<file path="src/rtl/pc_trace_buffer_if.sv">
// Read port of the PC trace buffer: a valid/ready stream of {from_pc, to_pc} records.
// RW is 16, or 24 when the design is built with PC_TRACE_TIMESTAMP_EN.
interface pc_trace_buffer_if #(parameter int RW = 16);
  logic          rd_valid;
  logic          rd_ready;
  logic [RW-1:0] rd_data;

  modport master (output rd_valid, output rd_data, input  rd_ready);
  modport slave  (input  rd_valid, input  rd_data, output rd_ready);
endinterface

</file>
<file path="src/rtl/pc_trace_buffer.sv">
// Branch-trace monitor: records each PC discontinuity into a FWFT FIFO drained over a valid/ready port.
// Optional feature macro PC_TRACE_TIMESTAMP_EN prepends an 8-bit cycle stamp to each record.
module pc_trace_buffer #(
  parameter int DEPTH_LOG2 = 4
) (
  input  logic                  clk,
  input  logic                  rst,
  input  logic [7:0]            pc,
  input  logic                  trace_en,
  input  logic                  clr,
  pc_trace_buffer_if.master     rd,
  output logic [DEPTH_LOG2:0]   count,
  output logic                  overflow,
  output logic [7:0]            drop_count
);
`ifdef PC_TRACE_TIMESTAMP_EN
  localparam int RW = 24;
`else
  localparam int RW = 16;
`endif
  localparam int DEPTH = 1 << DEPTH_LOG2;
  localparam logic [DEPTH_LOG2-1:0] PTR_ONE = 1;
  localparam logic [DEPTH_LOG2:0]   CNT_ONE = 1;

  typedef enum logic [1:0] {IDLE, PRIME, TRACE} state_t;

  state_t                r_state;
  logic [7:0]            r_last_pc;
  logic [DEPTH_LOG2-1:0] r_wptr, r_rptr;
  logic [DEPTH_LOG2:0]   r_count;
  logic                  r_overflow;
  logic [7:0]            r_drop_count;
  logic [RW-1:0]         r_mem [DEPTH];

  logic          w_disc, w_full, w_nonempty, w_pop, w_push, w_drop;
  logic [RW-1:0] w_rec;

  // Sequential includes 0xFF->0x00 because the +1 is evaluated at 8 bits.
  assign w_disc     = (r_state == TRACE) && trace_en &&
                      (pc != r_last_pc) && (pc != r_last_pc + 8'd1);
  assign w_full     = r_count[DEPTH_LOG2];
  assign w_nonempty = (r_count != '0);
  assign w_pop      = rd.rd_ready && w_nonempty;
  assign w_push     = w_disc && (!w_full || w_pop);
  assign w_drop     = w_disc && w_full && !w_pop;

`ifdef PC_TRACE_TIMESTAMP_EN
  logic [7:0] r_ts;
  always_ff @(posedge clk or negedge rst) begin
    if (!rst)                 r_ts <= '0;
    else if (r_state != IDLE) r_ts <= r_ts + 8'd1;
  end
  assign w_rec = {r_ts, r_last_pc, pc};
`else
  assign w_rec = {r_last_pc, pc};
`endif

  always_ff @(posedge clk or negedge rst) begin
    if (!rst) begin
      r_state      <= IDLE;
      r_last_pc    <= '0;
      r_wptr       <= '0;
      r_rptr       <= '0;
      r_count      <= '0;
      r_overflow   <= 1'b0;
      r_drop_count <= '0;
    end else begin
      case (r_state)
        IDLE:    if (trace_en) r_state <= PRIME;
        PRIME:   if (!trace_en) r_state <= IDLE;
                 else begin r_last_pc <= pc; r_state <= TRACE; end
        TRACE:   if (!trace_en) r_state <= IDLE;
                 else r_last_pc <= pc;
        default: r_state <= IDLE;
      endcase

      // Clear wins over push/pop; the record discarded on a clear edge is not a drop.
      if (clr) begin
        r_wptr       <= '0;
        r_rptr       <= '0;
        r_count      <= '0;
        r_overflow   <= 1'b0;
        r_drop_count <= '0;
      end else begin
        if (w_push) r_wptr <= r_wptr + PTR_ONE;
        if (w_pop)  r_rptr <= r_rptr + PTR_ONE;
        case ({w_push, w_pop})
          2'b10:   r_count <= r_count + CNT_ONE;
          2'b01:   r_count <= r_count - CNT_ONE;
          default: r_count <= r_count;
        endcase
        if (w_drop) begin
          r_overflow <= 1'b1;
          if (r_drop_count != 8'hFF) r_drop_count <= r_drop_count + 8'd1;
        end
      end
    end
  end

  // When full with a pop, wptr == rptr: the new tail lands in the slot being vacated.
  always_ff @(posedge clk) begin
    if (w_push && !clr) r_mem[r_wptr] <= w_rec;
  end

  assign rd.rd_valid = w_nonempty;
  assign rd.rd_data  = w_nonempty ? r_mem[r_rptr] : '0;
  assign count       = r_count;
  assign overflow    = r_overflow;
  assign drop_count  = r_drop_count;
endmodule

</file>
<file path="src/flat_wrapper.sv">
// flat-port wrapper written by rule: the top's interface ports become plain ports
module pc_trace_buffer_flat 
#(
  parameter int DEPTH_LOG2 = 4
)
  (clk, rst, pc, trace_en, clr, count, overflow, drop_count, rd_rd_valid, rd_rd_data, rd_rd_ready);
  pc_trace_buffer_if #(.RW((16))) rd_i ();
  input  logic clk;
  input  logic rst;
  input  logic [7:0] pc;
  input  logic trace_en;
  input  logic clr;
  output logic [DEPTH_LOG2:0] count;
  output logic overflow;
  output logic [7:0] drop_count;
  output wire logic [$bits(rd_i.rd_valid)-1:0] rd_rd_valid;
  output wire logic [$bits(rd_i.rd_data)-1:0] rd_rd_data;
  input wire logic [$bits(rd_i.rd_ready)-1:0] rd_rd_ready;
  assign rd_rd_valid = rd_i.rd_valid;
  assign rd_rd_data = rd_i.rd_data;
  assign rd_i.rd_ready = rd_rd_ready;
  pc_trace_buffer #(.DEPTH_LOG2(DEPTH_LOG2)) u_core (.clk(clk), .rst(rst), .pc(pc), .trace_en(trace_en), .clr(clr), .rd(rd_i), .count(count), .overflow(overflow), .drop_count(drop_count));
endmodule
</file>
<file path="config.mk">
export PLATFORM = sky130hd
export DESIGN_NAME = pc_trace_buffer_flat
export DESIGN_NICKNAME = d
export VERILOG_FILES = /design/src/rtl/pc_trace_buffer_if.sv /design/src/rtl/pc_trace_buffer.sv /design/src/flat_wrapper.sv
export SDC_FILE = /design/constraint.sdc
export NUM_CORES = 1
export LEC_CHECK = 0
export ABC_AREA = 1
export CORE_MARGIN = 2
export CORE_UTILIZATION = 40
export CTS_CLUSTER_SIZE = 30
export DETAILED_ROUTE_END_ITERATION = 8
export PLACE_DENSITY = 0.65
export SETUP_SLACK_MARGIN = 0.5
export SYNTH_ARGS = -nofsm -noshare
export SYNTH_HDL_FRONTEND = slang
export SYNTH_SLANG_ARGS = --single-unit
</file>
<file path="constraint.sdc">
create_clock -name clk -period 4.88 [get_ports clk]
set_clock_uncertainty 0.1 [all_clocks]
set_input_delay 0.976 -clock clk [delete_from_list [all_inputs] [get_ports clk]]
set_output_delay 0.976 -clock clk [all_outputs]
set_load 0.05 [all_outputs]
</file>
After elaboration in Yosys (flattened, before gate mapping)
Memory sizes are Yosys's and may differ from the RTL's.
Index checks and enable logic that the tools add are counted.
- latch bits: 0
- memories kept: 1
- logic and storage cells: 64
- bits of input ports: 13
- bits in registers: 32
- output and inout port bits: 31
- memory bits (writable): 256
- ROM bits: 0
- memories (memory ; words ; bits a word ; rd ports ; clocked after memory_dff ; write ports ; line ; source):
    u_core.r_mem ; 16 ; 16 ; 1 ; 0 ; 1 ; pc_trace_buffer.sv:33 ; logic [RW-1:0] r_mem [DEPTH];
- muxes and demuxes: 18
- bitwise operators: 0
- equality and inequality tests: 9
- multipliers: 0
- reduce and logical (&&, ||, !) cells: 23
- shifts and indexed selects: 0
- order comparisons: 0
- divide/modulo/power cells: 0
- add/subtract/negate cells: 6
- operators by type and width (operator ; number):
    two-way mux 8 bit ; 3
    adder 8 x 1 -> 8 bit (second input constant) ; 2
    two-way mux 16 bit ; 1
    two-way mux 4 bit ; 4
    != test 8 bit ; 2
    case mux 5 bit (2 select lines) ; 1
    adder 4 x 1 -> 4 bit (second input constant) ; 2
    logical AND 1 bit ; 8
    != test 8 bit (second input constant) ; 1
    nonzero test 2 bit ; 4
    two-way mux 2 bit ; 3
    case mux 2 bit (3 select lines) ; 1
    AND reduction 2 bit ; 3
    adder 5 x 1 -> 5 bit (second input constant) ; 1
    two-way mux 5 bit ; 1
    nonzero test 5 bit ; 1
    subtractor 5 x 1 -> 5 bit (second input constant) ; 1
    equality test 2 x 1 -> 1 bit (second input constant) ; 2
    equality test 2 bit (second input constant) ; 2
    two-way mux 1 bit ; 4
    != test 2 bit (second input constant) ; 2
    zero test 1 bit ; 3
    nonzero test 3 bit ; 1
    zero test 2 bit ; 1
    other kinds (2) ; 2

Depth between registers and ports, before layout
- depth after elaboration: 8
- depth in mapped cells: 21
- depth with buffers taken out: 21

Worst setup path after synthesis
OpenSTA, ideal clock, no wires.
- path type: register to output
- from: register u_core.r_count[4], in the netlist u_core.count[4]
- to: output port rd_rd_data[10]
- path buffers: 1
- data required time: 3.804 ns
- path slack: 1.335 ns
- data arrival time: 2.469 ns
- cell stages (with the launch flop): 6
- path through: dfrtp_1 -> inv_1 -> nand3_1 -> inv_1 -> clkbuf_1 -> a21oi_1
- longest elaborated chain between the ends: 2
- ends and longest elaborated chain (what ; line ; source):
    from (decl) ; pc_trace_buffer.sv:30 ; logic [DEPTH_LOG2:0] r_count;
    from (signal assigned) ; pc_trace_buffer.sv:88 ; 2'b10: r_count <= r_count + CNT_ONE;
    from (signal assigned) ; pc_trace_buffer.sv:89 ; 2'b01: r_count <= r_count - CNT_ONE;
    from (signal assigned) ; pc_trace_buffer.sv:90 ; default: r_count <= r_count;
    nonzero test 5 bit ; pc_trace_buffer.sv:42 ; assign w_nonempty = (r_count != '0);
    via rd_rd_valid ; flat_wrapper.sv:16 ; output wire logic [$bits(rd_i.rd_valid)-1:0] rd_rd_valid;
    two-way mux 16 bit ; pc_trace_buffer.sv:106 ; assign rd.rd_data = w_nonempty ? r_mem[r_rptr] : '0;
    to (decl) ; flat_wrapper.sv:17 ; output wire logic [$bits(rd_i.rd_data)-1:0] rd_rd_data;
The timed path passes the listed nets, and every way through them passes these cells.

Worst setup path in the final report
- from: register u_core.r_rptr[0]
- to: output port rd_rd_data[9]
- longest elaborated chain between the ends: 2
- ends and longest elaborated chain (what ; line ; source):
    from (decl) ; pc_trace_buffer.sv:29 ; logic [DEPTH_LOG2-1:0] r_wptr, r_rptr;
    from (signal assigned) ; pc_trace_buffer.sv:86 ; if (w_pop) r_rptr <= r_rptr + PTR_ONE;
    memory (16 x 16 bit) ; n/a ;
    two-way mux 16 bit ; pc_trace_buffer.sv:106 ;
Every way passes these cells.

==> flow_summary.json <==
{
  "antenna_found_initial": 0,
  "fmax_mhz": 239,
  "cp.arrival_ps": 3120,
  "place_congestion": 0.818,
  "synthDistinctLibCells": 40,
  "dpl_worst_slack_ps": 815,
  "crit_chain": "buf_4, o21ai_0, o221ai_1, nand3_1, a21oi_1, buf_12",
  "vias": 8302,
  "firstDrtPassIters": 7,
  "synth_common_cells": "256 x edfxtp_1, 168 x nor2_1, 154 x o21ai_0",
  "ir_drop_mv": 0.382,
  "cts_buffers": 31,
  "endpoint": "rd_rd_data[9]",
  "finalSetupViolCount": 0,
  "finalCritPeriodShare_pct": 85.9,
  "hpwl_um": 18400,
  "rows": 63,
  "postSynthAreaPerCell_um2": 11.9,
  "fin_util_pct": 48.4,
  "powerDensity_mw_per_mm2": 577,
  "ys_top_cells_by_area": "edfxtp_1 63%, dfrtp_1 6.6%, o21ai_0 6.3%, nor2_1 5.2%, o221ai_1 3.3%",
  "nets": 1106,
  "syn2layout_area_growth_pct": 18.6,
  "required_ps": 3800,
  "critPathKind": "register to primary output",
  "critPathLaunch": "u_core.r_rptr[0]$_DFFE_PN0P_",
  "ys_async_sr_fraction_pct": 11.1,
  "hold_slack_ps": 390,
  "io_pins": 44,
  "ys.flop_type": "edfxtp_1",
  "synth_most_common_cell": "edfxtp_1",
  "yosys_warnings": 0,
  "critPathCaptureType": "primary output",
  "routed_via_density": 5.56,
  "critPathSlowestCell": "dfrtp_4",
  "rsz0062_at_grt": "no",
  "r2r-end": "u_core.count[4]$_DFFE_PN0P_",
  "synth_edf_count": 256,
  "multiInputGateArea_mm2": 0.00330,
  "cts.sinks": 288,
  "post_cts_buffers": 0,
  "clk_pin_slew_ps": 60,
  "yosys.area.top_type_share_pct": 63.2,
  "dieHeight_um": 178,
  "critPathMaxFanout": 64,
  "ctsHoldBuffers": 0,
  "worst_setup_path_start_kind": "register",
  "synth_area_mm2": 0.0122,
  "portBuffers": 43,
  "reg2reg_slack_ps": 1630,
  "relSlewSlack_pct": 42.3,
  "grt_pass1_wl_um": 46700,
  "worst_slew_pin_slew_ps": 865,
  "grtUsageTotal_pct": 19.6,
  "drt_iter0_markers": 806,
  "fp.dieArea_mm2": 0.0318,
  "remaining_drc_errors": 0,
  "syn_inst": 1019,
  "clock_latency_ps": 560,
  "outcome": "completed",
  "ant_nets": 0,
  "clockRootBuffer": "clkbuf_16",
  "grt_max_degree": 66,
  "synth-seq-cells": 288,
  "worst_slack_ps": 688,
  "fin_setup_tns_ps": 0,
  "ff2ff_path_depth": 20,
  "r2r_start": "u_core.r_last_pc[1]$_DFFE_PN0P_",
  "num_antenna_cells": 0,
  "overflow": 0,
  "ff_latch_area_mm2": 0.00849,
  "dpl.cell_count": 1436,
  "wl_per_cell_um": 20.9,
  "grt_pass1_vias": 7828,
  "htreeDepth": 1,
  "total_leakage_power_nw": 5.10,
  "finalCriticalPeriod_ps": 4190,
  "wl_um": 31100,
  "drive_gt1_share_pct": 13.1,
  "cts_tree": "built",
  "start_util_pct": 40.8,
  "cts_resized": 0,
  "report.final.slew_viol_count": 0,
  "slowest_delay_ps": 680,
  "yosys.area.top_type": "edfxtp_1",
  "cts_buffer_depth": 3,
  "hp-class": "primary input to async pin",
  "place_area_mm2": 0.0134,
  "fin_area_mm2": 0.0144,
  "n_fill_cell": 2616,
  "fin_cells": 1493,
  "hold_violations": 0,
  "synth_fp_nets": 1046,
  "drv_cap": 0,
  "finalPower_mw": 8.31,
  "yosysSeqAreaShare_pct": 69.8,
  "core-area_mm2": 0.0298,
  "die_w_um": 178
}
==> logic make-up (layout without fill, tap and decap cells) <==
family          after synthesis  after routing  synth area share, %
simple gates                347            347                 12.3
buf+inv                     112            196                 3.63
xor+xnor                      8              8                0.576
fa+ha+maj                    14             14                 1.50
compound gates              250            250                 12.2
flops                       288            288                 69.8
==> layout by cell type, fill, tap and decap left out, types with 2 or more instances in the layout <==
cell             count
o22ai_1             18
nand2_2              3
clkinv_2             6
nor3_1               5
nand3_1             46
xor2_1               5
nor2_2               2
clkbuf_16           31
nand4_1              3
dfrtp_1             30
clkbuf_8             2
clkinv_1             9
clkbuf_1             5
o21a_1               3
bufinv_16            3
ha_1                13
nand4_2              2
edfxtp_1           256
o21ai_0            154
nand2_1             92
inv_2                6
inv_1               46
nor2_1             168
nand2_4              3
clkdlybuf4s50_1     26
nand3_2              2
a21oi_1             18
o21ai_1              5
xnor2_1              3
buf_4               39
nor3_2              16
buf_12              18
o221ai_1            46
==> per-layer routing <==
metal  share of wire (%)  vias to the layer above  track usage (%)
met1                  43                     4114             27.4
met2                  48                      319             32.3
met3                 7.6                       43             2.92
li1                    -                     3826                -
met4                 2.2                        0             4.61
met5                   0                        -                0
==> registers in the layout, summed over array words and instances (netlist names) <==
register	flops
u_core.count	5
u_core.drop_count	8
u_core.overflow	1
u_core.r_last_pc	8
u_core.r_mem	256
u_core.r_rptr	4
u_core.r_state	2
u_core.r_wptr	4
==> worst max-delay path: cells and delay by family (launching register included) <==
| kind | cells | cell delay (ps) |
|---|---|---|
| AOI/OAI and AO/OA | 3 | 830 |
| and+or+nand+nor | 1 | 150 |
| DFF | 1 | 680 |
| buffers and inverters | 2 | 830 |
==> power breakdown <==
group | switching (mW) | internal (mW) | total [mW]
clock network | 0.958 | 1.35 | 2.31
registers | 0.267 | 2.91 | 3.18
logic | 1.83 | 0.987 | 2.82
total | 3.06 | 5.25 | 8.31
==> final cells by class <==
type | count | area share (%)
clock buffer | 38 | 5.70
clock inverter | 19 | 1.27
inverter | 55 | 1.45
multi-input combinational | 619 | 22.9
sequential | 288 | 58.9
tap | 390 | 3.39
timing repair buffer | 84 | 6.37
==> worst min path at each step <==
stage                                                  end  slack, ps  cells after the start
after floorplan              u_core.r_state[0]$_DFFE_PN0P_        390                      2
after global placement         u_core.overflow$_DFFE_PN0P_        420                      1
after detailed placement       u_core.overflow$_DFFE_PN0P_        400                      1
after CTS                    u_core.r_state[1]$_DFFE_PN0P_        410                      1
after global routing      u_core.drop_count[4]$_DFFE_PN0P_        440                      1
final                     u_core.drop_count[3]$_DFFE_PN0P_        390                      1
Note: power is estimated with default switching activity, not from simulation.
